[src/rtl/pipe_shifter_pkg.sv]
// rtl/pipe_shifter_pkg.sv - shared shifter definitions: op encodings
package pipe_shifter_pkg;

  localparam int OP_W = 2;

  typedef enum logic [OP_W-1:0] {
    OP_SLL = 2'b00,
    OP_SRL = 2'b01,
    OP_SRA = 2'b10,
    OP_ROR = 2'b11
  } shift_op_e;

endpackage

[src/rtl/mux2.sv]
// rtl/mux2.sv - generic 2:1 mux cell
module mux2 #(
  parameter int WIDTH = 1
) (
  input  logic             sel,
  input  logic [WIDTH-1:0] a,
  input  logic [WIDTH-1:0] b,
  output logic [WIDTH-1:0] y
);

  assign y = sel ? b : a;

endmodule

[src/rtl/pipe_shifter_shift_stage.sv]
// rtl/pipe_shifter_shift_stage.sv - one combinational log-shifter level of fixed amount AMT
module shift_stage
  import pipe_shifter_pkg::*;
#(
  parameter int WIDTH = 32,
  parameter int AMT   = 1
) (
  input  logic [WIDTH-1:0] data,
  input  shift_op_e        op,
  input  logic             en,
  output logic [WIDTH-1:0] result
);

  logic [WIDTH-1:0] shifted;

  // Arithmetic shift keeps the MSB intact, so each level re-uses the current MSB as the sign fill.
  always_comb begin
    shifted = data;
    case (op)
      OP_SLL: shifted = data << AMT;
      OP_SRL: shifted = data >> AMT;
      OP_SRA: shifted = $signed(data) >>> AMT;
      OP_ROR: shifted = (data >> AMT) | (data << (WIDTH - AMT));
      default: shifted = data;
    endcase
  end

  mux2 #(.WIDTH(WIDTH)) u_mux (
    .sel (en),
    .a   (data),
    .b   (shifted),
    .y   (result)
  );

endmodule

[src/rtl/pipe_shifter.sv]
// rtl/pipe_shifter.sv - pipelined log shifter (SLL/SRL/SRA/ROR) with valid/ready and bubble collapse
module pipe_shifter
  import pipe_shifter_pkg::*;
#(
  parameter  int WIDTH = 32,
  parameter  int TAGW  = 4,
  localparam int SHW   = $clog2(WIDTH)
) (
  input  logic             clk,
  input  logic             rst,
  input  logic             flush,
  input  logic             in_valid,
  output logic             in_ready,
  input  logic [WIDTH-1:0] in_data,
  input  logic [SHW-1:0]   in_shamt,
  input  logic [1:0]       in_op,
  input  logic [TAGW-1:0]  in_tag,
  output logic             out_valid,
  input  logic             out_ready,
  output logic [WIDTH-1:0] out_data,
  output logic [TAGW-1:0]  out_tag,
  output logic             busy
);

  logic [SHW-1:0]   vld_q;
  logic [WIDTH-1:0] data_q [SHW];
  logic [SHW-1:0]   sh_q   [SHW];
  shift_op_e        op_q   [SHW];
  logic [TAGW-1:0]  tag_q  [SHW];

  logic [SHW-1:0]   load;
  logic [SHW-1:0]   v_in;
  logic [WIDTH-1:0] d_in   [SHW];
  logic [WIDTH-1:0] d_out  [SHW];
  logic [SHW-1:0]   sh_in  [SHW];
  shift_op_e        op_in  [SHW];
  logic [TAGW-1:0]  tag_in [SHW];

  // A stage may load if any stage at or after it is empty, or the tail is draining.
  always_comb begin
    load = '0;
    for (int k = 0; k < SHW; k++) begin
      load[k] = out_ready;
      for (int j = k; j < SHW; j++) begin
        if (!vld_q[j]) load[k] = 1'b1;
      end
    end
  end

  always_comb begin
    v_in      = '0;
    v_in[0]   = in_valid;
    d_in[0]   = in_data;
    sh_in[0]  = in_shamt;
    op_in[0]  = shift_op_e'(in_op);
    tag_in[0] = in_tag;
    for (int k = 1; k < SHW; k++) begin
      v_in[k]   = vld_q[k-1];
      d_in[k]   = data_q[k-1];
      sh_in[k]  = sh_q[k-1];
      op_in[k]  = op_q[k-1];
      tag_in[k] = tag_q[k-1];
    end
  end

  // Shift amounts travel left-aligned: each stage consumes the MSB and drops it.
  for (genvar k = 0; k < SHW; k++) begin : g_stage
    shift_stage #(.WIDTH(WIDTH), .AMT(1 << (SHW - 1 - k))) u_stage (
      .data   (d_in[k]),
      .op     (op_in[k]),
      .en     (sh_in[k][SHW-1]),
      .result (d_out[k])
    );
  end

  always_ff @(posedge clk or posedge rst) begin
    if (rst) begin
      vld_q <= '0;
      for (int k = 0; k < SHW; k++) begin
        data_q[k] <= '0;
        sh_q[k]   <= '0;
        op_q[k]   <= OP_SLL;
        tag_q[k]  <= '0;
      end
    end else begin
      for (int k = 0; k < SHW; k++) begin
        if (flush)        vld_q[k] <= 1'b0;
        else if (load[k]) vld_q[k] <= v_in[k];
        if (load[k]) begin
          data_q[k] <= d_out[k];
          sh_q[k]   <= sh_in[k] << 1;
          op_q[k]   <= op_in[k];
          tag_q[k]  <= tag_in[k];
        end
      end
    end
  end

  assign in_ready  = load[0];
  assign out_valid = vld_q[SHW-1];
  assign out_data  = data_q[SHW-1];
  assign out_tag   = tag_q[SHW-1];
  assign busy      = |vld_q;

  logic unused_tail;
  assign unused_tail = ^{sh_q[SHW-1], op_q[SHW-1]};

endmodule

[config.mk]
export PLATFORM = sky130hd
export DESIGN_NAME = pipe_shifter
export DESIGN_NICKNAME = d
export VERILOG_FILES = /design/src/rtl/pipe_shifter_pkg.sv /design/src/rtl/mux2.sv /design/src/rtl/pipe_shifter_shift_stage.sv /design/src/rtl/pipe_shifter.sv
export SDC_FILE = /design/constraint.sdc
export NUM_CORES = 1
export LEC_CHECK = 0
export ABC_AREA = 1
export CORE_MARGIN = 2
export CORE_UTILIZATION = 35
export CTS_CLUSTER_SIZE = 8
export DETAILED_ROUTE_END_ITERATION = 7
export GPL_TIMING_DRIVEN = 0
export PLACE_DENSITY = 0.64
export SYNTH_ARGS = -nofsm -noshare
export SYNTH_HDL_FRONTEND = slang
export SYNTH_SLANG_ARGS = --single-unit
export TNS_END_PERCENT = 1
[constraint.sdc]
create_clock -name clk -period 7.7 [get_ports clk]
set_input_delay 1.54 -clock clk [delete_from_list [all_inputs] [get_ports clk]]
set_output_delay 1.54 -clock clk [all_outputs]
set_load 0.02 [all_outputs]
Word-level counts from Yosys, hierarchy flattened
Index checks and enable logic that the tools add are counted.
{"block": "classes", "bitwise": 5, "muxes": 35, "n_reduce_logical": 11, "eq_ne": 15}
{"operator": "32-bit one-hot mux with 4 select lines", "count": 5}
{"operator": "32-bit 2-to-1 mux", "count": 5}
{"operator": "16-bit by 32-bit OR with 32-bit output", "count": 1}
{"operator": "24-bit by 32-bit OR with 32-bit output", "count": 1}
{"operator": "28-bit by 32-bit OR with 32-bit output", "count": 1}
{"operator": "30-bit by 32-bit OR with 32-bit output", "count": 1}
{"operator": "31-bit by 32-bit OR with 32-bit output", "count": 1}
{"operator": "1-bit 2-to-1 mux", "count": 25}
{"operator": "2-bit == test, second input constant", "count": 10}
{"operator": "2-bit by 1-bit == test with 1-bit output, second input constant", "count": 5}
{"operator": "2-bit logical NOT", "count": 5}
{"operator": "2-bit nonzero test", "count": 5}
{"operator": "5-bit OR reduction", "count": 1}
{"block": "word_totals", "input_bits": 48, "regBits": 203, "output_inout_bits": 39, "elab_cells": 89}

Longest topological paths before layout
Gate-level depths: netlist (run 1).
{"block": "depth", "ltp_word": 7, "depth_mapped": 8, "depth_no_buf": 7}

Cells and area by module
A second synthesis (run 1) with hierarchy kept.
{"block": "hier_totals", "hier_cells": 1899, "hier_area_um2": 12757.2}
{"mod": "pipe_shifter", "cells_each": 871, "area_each_um2": 7868.8, "seq_area_each_um2": 5079.9, "n_inst": 1}
{"mod": "mux2", "cells_each": 104, "area_each_um2": 491.7, "seq_area_each_um2": 0.0, "n_inst": 5}
{"mod": "shift_stage (g_stage[0].u_stage)", "cells_each": 91, "area_each_um2": 514.2, "seq_area_each_um2": 0.0, "n_inst": 1}
{"mod": "shift_stage (g_stage[4].u_stage)", "cells_each": 107, "area_each_um2": 488.0, "seq_area_each_um2": 0.0, "n_inst": 1}
{"mod": "shift_stage (g_stage[2].u_stage)", "cells_each": 104, "area_each_um2": 484.2, "seq_area_each_um2": 0.0, "n_inst": 1}
{"mod": "shift_stage (g_stage[1].u_stage)", "cells_each": 100, "area_each_um2": 478.0, "seq_area_each_um2": 0.0, "n_inst": 1}
{"mod": "shift_stage (g_stage[3].u_stage)", "cells_each": 106, "area_each_um2": 465.4, "seq_area_each_um2": 0.0, "n_inst": 1}

Worst setup path before layout (run 1)
No wires, ideal clock.
{"block": "synth_timing", "path_type": "in2out", "start": "in out_ready", "end": "out in_ready", "t_arrival_ns": 2.236, "setup_slack_ns": 3.924, "required_ns": 6.160, "path_stages": 5, "n_path_buf": 1, "cell_sequence": "inv_1 nand3_4 nor2_4 nand2_2 buf_2"}
{"block": "synth_between", "elab_chain_cells": 5}
{"item": "from (decl)", "line_no": "pipe_shifter.sv:19", "text": "input logic out_ready,"}
{"item": "1-bit 2-to-1 mux (5 in a row)", "line_no": "pipe_shifter.sv:45", "text": "if (!vld_q[j]) load[k] = 1'b1;"}
{"item": "to (decl)", "line_no": "pipe_shifter.sv:13", "text": "output logic in_ready,"}
Every way passes these cells.

Final worst setup path (run 1)
Same ends and word-level chain as after synthesis.

==> impl_metrics.json, run 1 <==
{
  "ctsHoldBuffers": 0,
  "io_pins": 87,
  "clock_latency_ns": 0.54,
  "yosysSeqAreaShare_pct": 45.3,
  "routedWlPerCell_um": 14.2,
  "wl_met3_um": 1200,
  "cp_max_fo": 10,
  "syn_area_mm2": 0.0112,
  "min_path_cells": 2,
  "max_slew_margin_pct": 54.4,
  "grt_setup_unrepaired": "false",
  "setup_viol": 0,
  "hold_viol": 0,
  "syn2layout_area_growth_pct": 19.1,
  "io_buffers": 86,
  "drc_errors": 0,
  "nNetsFinal": 1841,
  "fmax_mhz": 194,
  "worst_ir_drop_vdd_mv": 0.169,
  "met2_length_um": 14800,
  "place_inst": 2164,
  "outcome": "complete, no violations",
  "ys_seq_elements": 203,
  "multiInputGateArea_mm2": 0.00490,
  "via_count": 10524,
  "fillers": 3363,
  "routed_wl_um": 31200,
  "holdPathEnd": "tag_in[3]$_DFFE_PP0P_",
  "fin_cells": 2195,
  "top_layer": "met4",
  "postCtsSetupBuffers": 0,
  "drv_cap": 0,
  "slew_viol_final": 0,
  "grt_max_degree": 134,
  "reg2reg_from": "vld_q[4]$_DFFE_PP0P_",
  "reg2regPathDepth": 6,
  "grt_pass1_vias": 10382,
  "viasPerCell": 4.79,
  "clk_pin_slew_worst_paths_ns": 0.05,
  "gp_congestion": 0.892,
  "worst_pin_slew_ns": 0.684,
  "met1_length_um": 14100,
  "root_buffer": "clkbuf_16",
  "cp_num_buf_inv": 4,
  "ant_nets": 0,
  "cp_top_family": "buffers and inverters",
  "start_kind": "input port",
  "arrival_ns": 3.62,
  "endpoint_kind": "primary output",
  "die_w_um": 183,
  "hpwl_um": 23700,
  "die_area_mm2": 0.0335,
  "fin_skew_ns": 0.0152,
  "core_area_mm2": 0.0316,
  "antenna_found_initial": 0,
  "p_per_area_mw_per_mm2": 215,
  "grtUsageTotal_pct": 18.8,
  "synth_cell_type_count": 22,
  "drive_gt1_share_pct": 4.52,
  "rrSetupSlack_ns": 5.91,
  "initial_core_util_pct": 35.5,
  "antennaDiodeCount": 0,
  "cts_resized": 0,
  "cts_inserted_buffers": 29,
  "power_leakage_nw": 6.97,
  "power_mw": 2.87,
  "row_count": 65,
  "layout_min_cycle_time_ns": 5.16,
  "syn_nets": 1723,
  "dr.pass1.iters": 5,
  "cp_slowest_cell": "clkdlybuf4s50_1",
  "crit_path_frequent_cell": "clkdlybuf4s50_1",
  "die_h_um": 183,
  "fin_crit_sh_pct": 67.0,
  "reg2reg_to": "d_in[105]$_DFFE_PP0P_",
  "min-delay-path-class": "reg2reg",
  "worstHoldStart": "tag_in[7]$_DFFE_PP0P_",
  "drt_iter0_drc": 667,
  "regArea_mm2": 0.00508,
  "grt_first_pass_wirelength_um": 51900,
  "syn_area_per_cell_um2": 6.70,
  "critPathMaxStageDelay_ns": 0.55,
  "worstSetupPathType": "in2out",
  "final_core_util_pct": 42.3,
  "path_cells": "clkdlybuf4s50_1 -> inv_1 -> nand3_4 -> nor2_4 -> nand2_2 -> buf_2 -> clkdlybuf4s50_1",
  "cts_buffer_depth": 3,
  "worstPathRequired_ns": 6.16,
  "cts_tree": "built",
  "cts_sinks": 203,
  "syn_inst": 1675,
  "cts.htree.levels": 1,
  "ys_warn_count": 0,
  "overflow": 0
}
[cells in the final DEF, fill, tap and decap left out, types with 21 or more instances in the layout]
cell type and count:
nand2_1 664, inv_1 222, dfrtp_1 203, nand3_1 181, o21ai_0 98, nor2_1 89, clkdlybuf4s50_1 86, a21oi_1 74
clkbuf_1 60, clkbuf_16 29, buf_2 21
[synth_stat cells]
master | count | area, um2
o22ai_1 | 4 | 25.0
o21ai_0 | 98 | 490
nand3_4 | 1 | 17.5
nor2_4 | 3 | 33.8
a21oi_1 | 74 | 370
nor2_2 | 1 | 6.26
buf_6 | 1 | 11.3
nand2_1 | 664 | 2490
inv_1 | 223 | 837
nand2_2 | 2 | 12.5
buf_2 | 21 | 105
nor2_1 | 89 | 334
o21ai_1 | 19 | 95.1
dfrtp_1 | 203 | 5080
a31oi_1 | 1 | 6.26
nand3_1 | 181 | 906
buf_4 | 2 | 15.0
nand3_2 | 1 | 10.0
nor3_1 | 1 | 5.00
or2_2 | 16 | 100
buf_1 | 10 | 37.5
clkbuf_1 | 60 | 225
[state kept, by name, summed over array words and instances (netlist names)]
| name | count |
|---|---|
| tag_in | 16 |
| out_tag | 4 |
| out_data | 32 |
| d_in | 128 |
| sh_in | 10 |
| op_in | 8 |
| vld_q | 5 |
[stage by stage]
step	area [um2]	setup TNS (ns)	setup WS [ns]	hold WS, ns
2_1_floorplan	11200	0	0.621	0.442
3_3_place_gp	12600	-397.57	-1.97	0.450
3_5_place_dp	12600	0	2.49	0.464
4_1_cts	13400	0	2.50	0.473
5_1_grt	13400	0	2.42	0.493
6_report	13400	0	2.54	0.473
[worst max path at each step]
stage	startpoint	to	cells past startpoint
2_1_floorplan	rst	d_in[0]$_DFFE_PP0P_	1
3_3_place_gp	rst	d_in[112]$_DFFE_PP0P_	2
3_5_place_dp	out_ready	in_ready	7
4_1_cts	out_ready	in_ready	7
5_1_grt	out_ready	in_ready	7
6_report	out_ready	in_ready	7
[metal layers]
| layer | vias up | GRT usage (%) |
|---|---|---|
| li1 | 5375 | - |
| met1 | 4825 | 24.0 |
| met4 | 0 | 6.21 |
| met5 | - | 0 |
| met3 | 69 | 2.22 |
| met2 | 255 | 33.3 |
[report_power, final]
part	switching [mW]	internal, mW
clock	0.434	0.654
sequential	0.0783	1.18
combinational	0.325	0.196
[worst min-delay path, delay by kind of cell, from the launching register on]
family | cells | cell delay, ns
and+or+nand+nor | 2 | 0.10
DFF | 1 | 0.34
[final cells by class]
type	count	share of cell area (%)
plain buffers	94	2.95
clock buffers	29	5.43
clock inverters	2	0.122
inverters	223	6.32
multi-input cells	1155	36.7
flip-flops and latches	203	38.0
well taps	402	3.77
repair buffers	87	6.65
[logic make-up after synthesis]
kind of cell | share of synthesized area [%]
AND/OR/NAND/NOR | 34.9
buffers and inverters | 11.0
flip-flops | 45.3
AO/OA/AOI/OAI | 8.80
Note: power is estimated with default switching activity, not from simulation.
==> run 2: changes to the inputs <==
- clock period: 7.7 -> 4.9 ns (I/O delays scaled with it)
==> impl_metrics.json, run 2 (synthesized netlist as in run 1, its figures left out) <==
{
  "outcome": "complete, no violations",
  "gp_congestion": 0.891,
  "worst_pin_slew_ns": 0.742,
  "ant_nets": 0,
  "slew_viol_final": 0,
  "cp_max_fo": 10,
  "grtUsageTotal_pct": 19.2,
  "cts_resized": 0,
  "die_w_um": 183,
  "clk_pin_slew_worst_paths_ns": 0.05,
  "antenna_found_initial": 0,
  "grt_setup_unrepaired": "false",
  "root_buffer": "clkbuf_16",
  "routed_wl_um": 31500,
  "routedWlPerCell_um": 14.3,
  "worstPathRequired_ns": 3.92,
  "dr.pass1.iters": 5,
  "place_area_mm2": 0.0127,
  "grt_pass1_vias": 10464,
  "die_h_um": 183,
  "power_leakage_nw": 7.02,
  "row_count": 65,
  "cp_top_family": "buffers and inverters",
  "fmax_mhz": 249,
  "grt_first_pass_wirelength_um": 52800,
  "setup_tns_ns": 0,
  "crit_path_frequent_cell": "clkdlybuf4s50_1",
  "overflow": 0,
  "cts_buffer_depth": 3,
  "drt_iter0_drc": 650,
  "core_area_mm2": 0.0316,
  "cts_sinks": 203,
  "drc_errors": 0,
  "start_kind": "input port",
  "fin_skew_ns": 0.0161,
  "hold_viol": 0,
  "worst_ir_drop_vdd_mv": 0.262,
  "fin_area_mm2": 0.0134,
  "clock_latency_ns": 0.54,
  "endpoint_kind": "primary output",
  "cts_inserted_buffers": 29,
  "setup_viol": 0,
  "post-place-ws_ns": 0.832,
  "via_count": 10595,
  "path_cells": "clkdlybuf4s50_1 -> inv_1 -> nand3_4 -> nor2_4 -> nand2_2 -> buf_2 -> clkdlybuf4s50_1",
  "cp_num_buf_inv": 4,
  "layout_min_cycle_time_ns": 4.02,
  "io_pins": 87,
  "cts.htree.levels": 1,
  "final_cell_mix": "nand2_1 (664), inv_1 (222), dfrtp_1 (203)",
  "min-delay-path-class": "reg2reg",
  "critPathMaxStageDelay_ns": 0.55,
  "hpwl_um": 24400,
  "setup_slack_ns": 0.877,
  "die_area_mm2": 0.0335,
  "drive_gt1_share_pct": 4.78,
  "final_common_cell": "nand2_1",
  "grt_max_degree": 40,
  "nNetsFinal": 1845,
  "worstSetupPathType": "in2out",
  "largest_reg_flops": 128,
  "max_slew_margin_pct": 50.4,
  "drv_cap": 0,
  "cts_tree": "built",
  "whs_ns": 0.466,
  "fin_crit_sh_pct": 82.1,
  "viasPerCell": 4.81,
  "antennaDiodeCount": 0,
  "syn2layout_area_growth_pct": 19.9,
  "io_buffers": 86,
  "arrival_ns": 3.04,
  "postCtsSetupBuffers": 0,
  "initial_core_util_pct": 35.5,
  "cp_slowest_cell": "clkdlybuf4s50_1",
  "p_per_area_mw_per_mm2": 340,
  "ctsHoldBuffers": 0
}
## run 2: through the flow
stage | cells | total power, mW | utilization, %
global placement | 2163 | 2.81 | 39.9
finish | 2201 | 4.57 | 42.6
global route | 2201 | 4.80 | 42.6
detailed placement | 2168 | 2.84 | 40.2
CTS | 2201 | 4.62 | 42.6
floorplan | 1675 | 2.50 | -
## run 2: power by group
part / total (mW) / switching (mW) / internal (mW) / leakage (nW)
clock: 1.76 / 0.699 / 1.06 / 0.377
combinational: 0.828 / 0.514 / 0.314 / 4.18
sequential: 1.98 / 0.122 / 1.86 / 2.45
## run 2: worst min-delay path: stages, from the launching register on
cell and delay (ns):
dfrtp_1 0.33, nand2_1 0.05, nand2_1 0.05
## run 2: layout make-up
cell class / instances / area, um2
clock inverters: 1 / 8.76
well taps: 402 / 503
inverters: 223 / 841
clock buffers: 32 / 757
multi-input cells: 1155 / 4900
flip-flops and latches: 203 / 5080
fillers: 3316 / 18100
plain buffers: 94 / 394
repair buffers: 91 / 961
## run 2: path summary, 6_finish.rpt
check / from / end / slack (ns) / cells past startpoint
worst max-delay path: out_ready / in_ready / 0.88 / 7
worst min-delay path: tag_in[3]$_DFFE_PP0P_ / tag_in[3]$_DFFE_PP0P_ / 0.47 / 2
worst max register to register: vld_q[3]$_DFFE_PP0P_ / d_in[107]$_DFFE_PP0P_ / 3.11 / 6
worst min register to register: tag_in[3]$_DFFE_PP0P_ / tag_in[3]$_DFFE_PP0P_ / 0.47 / 2
max in group asynchronous: rst / d_in[48]$_DFFE_PP0P_ / 3.08 / 4
min in group asynchronous: rst / out_tag[1]$_DFFE_PP0P_ / 0.92 / 2
## run 2: routing by layer
metal,vias up,wire [um],GRT usage [%]
met2,229,15300,33.9
met5,-,0,0
met1,4914,14300,24.7
met3,59,1040,2.08
li1,5393,-,-
met4,0,891,5.76
==> run 3: changes to the inputs <==
- clock period: 4.9 -> 4.2 ns (I/O delays scaled with it)
==> results of run 3 <==
The final DEF is identical to that of run 2. Status: complete, no violations.
Main changes from that run: setup slack after placement 0.832 ns -> 0.412 ns; setup slack after layout 0.877 ns -> 0.457 ns; register-to-register setup slack 3.11 ns -> 2.41 ns; total power 4.57 mW -> 5.33 mW; worst IR drop on VDD 0.262 mV -> 0.306 mV
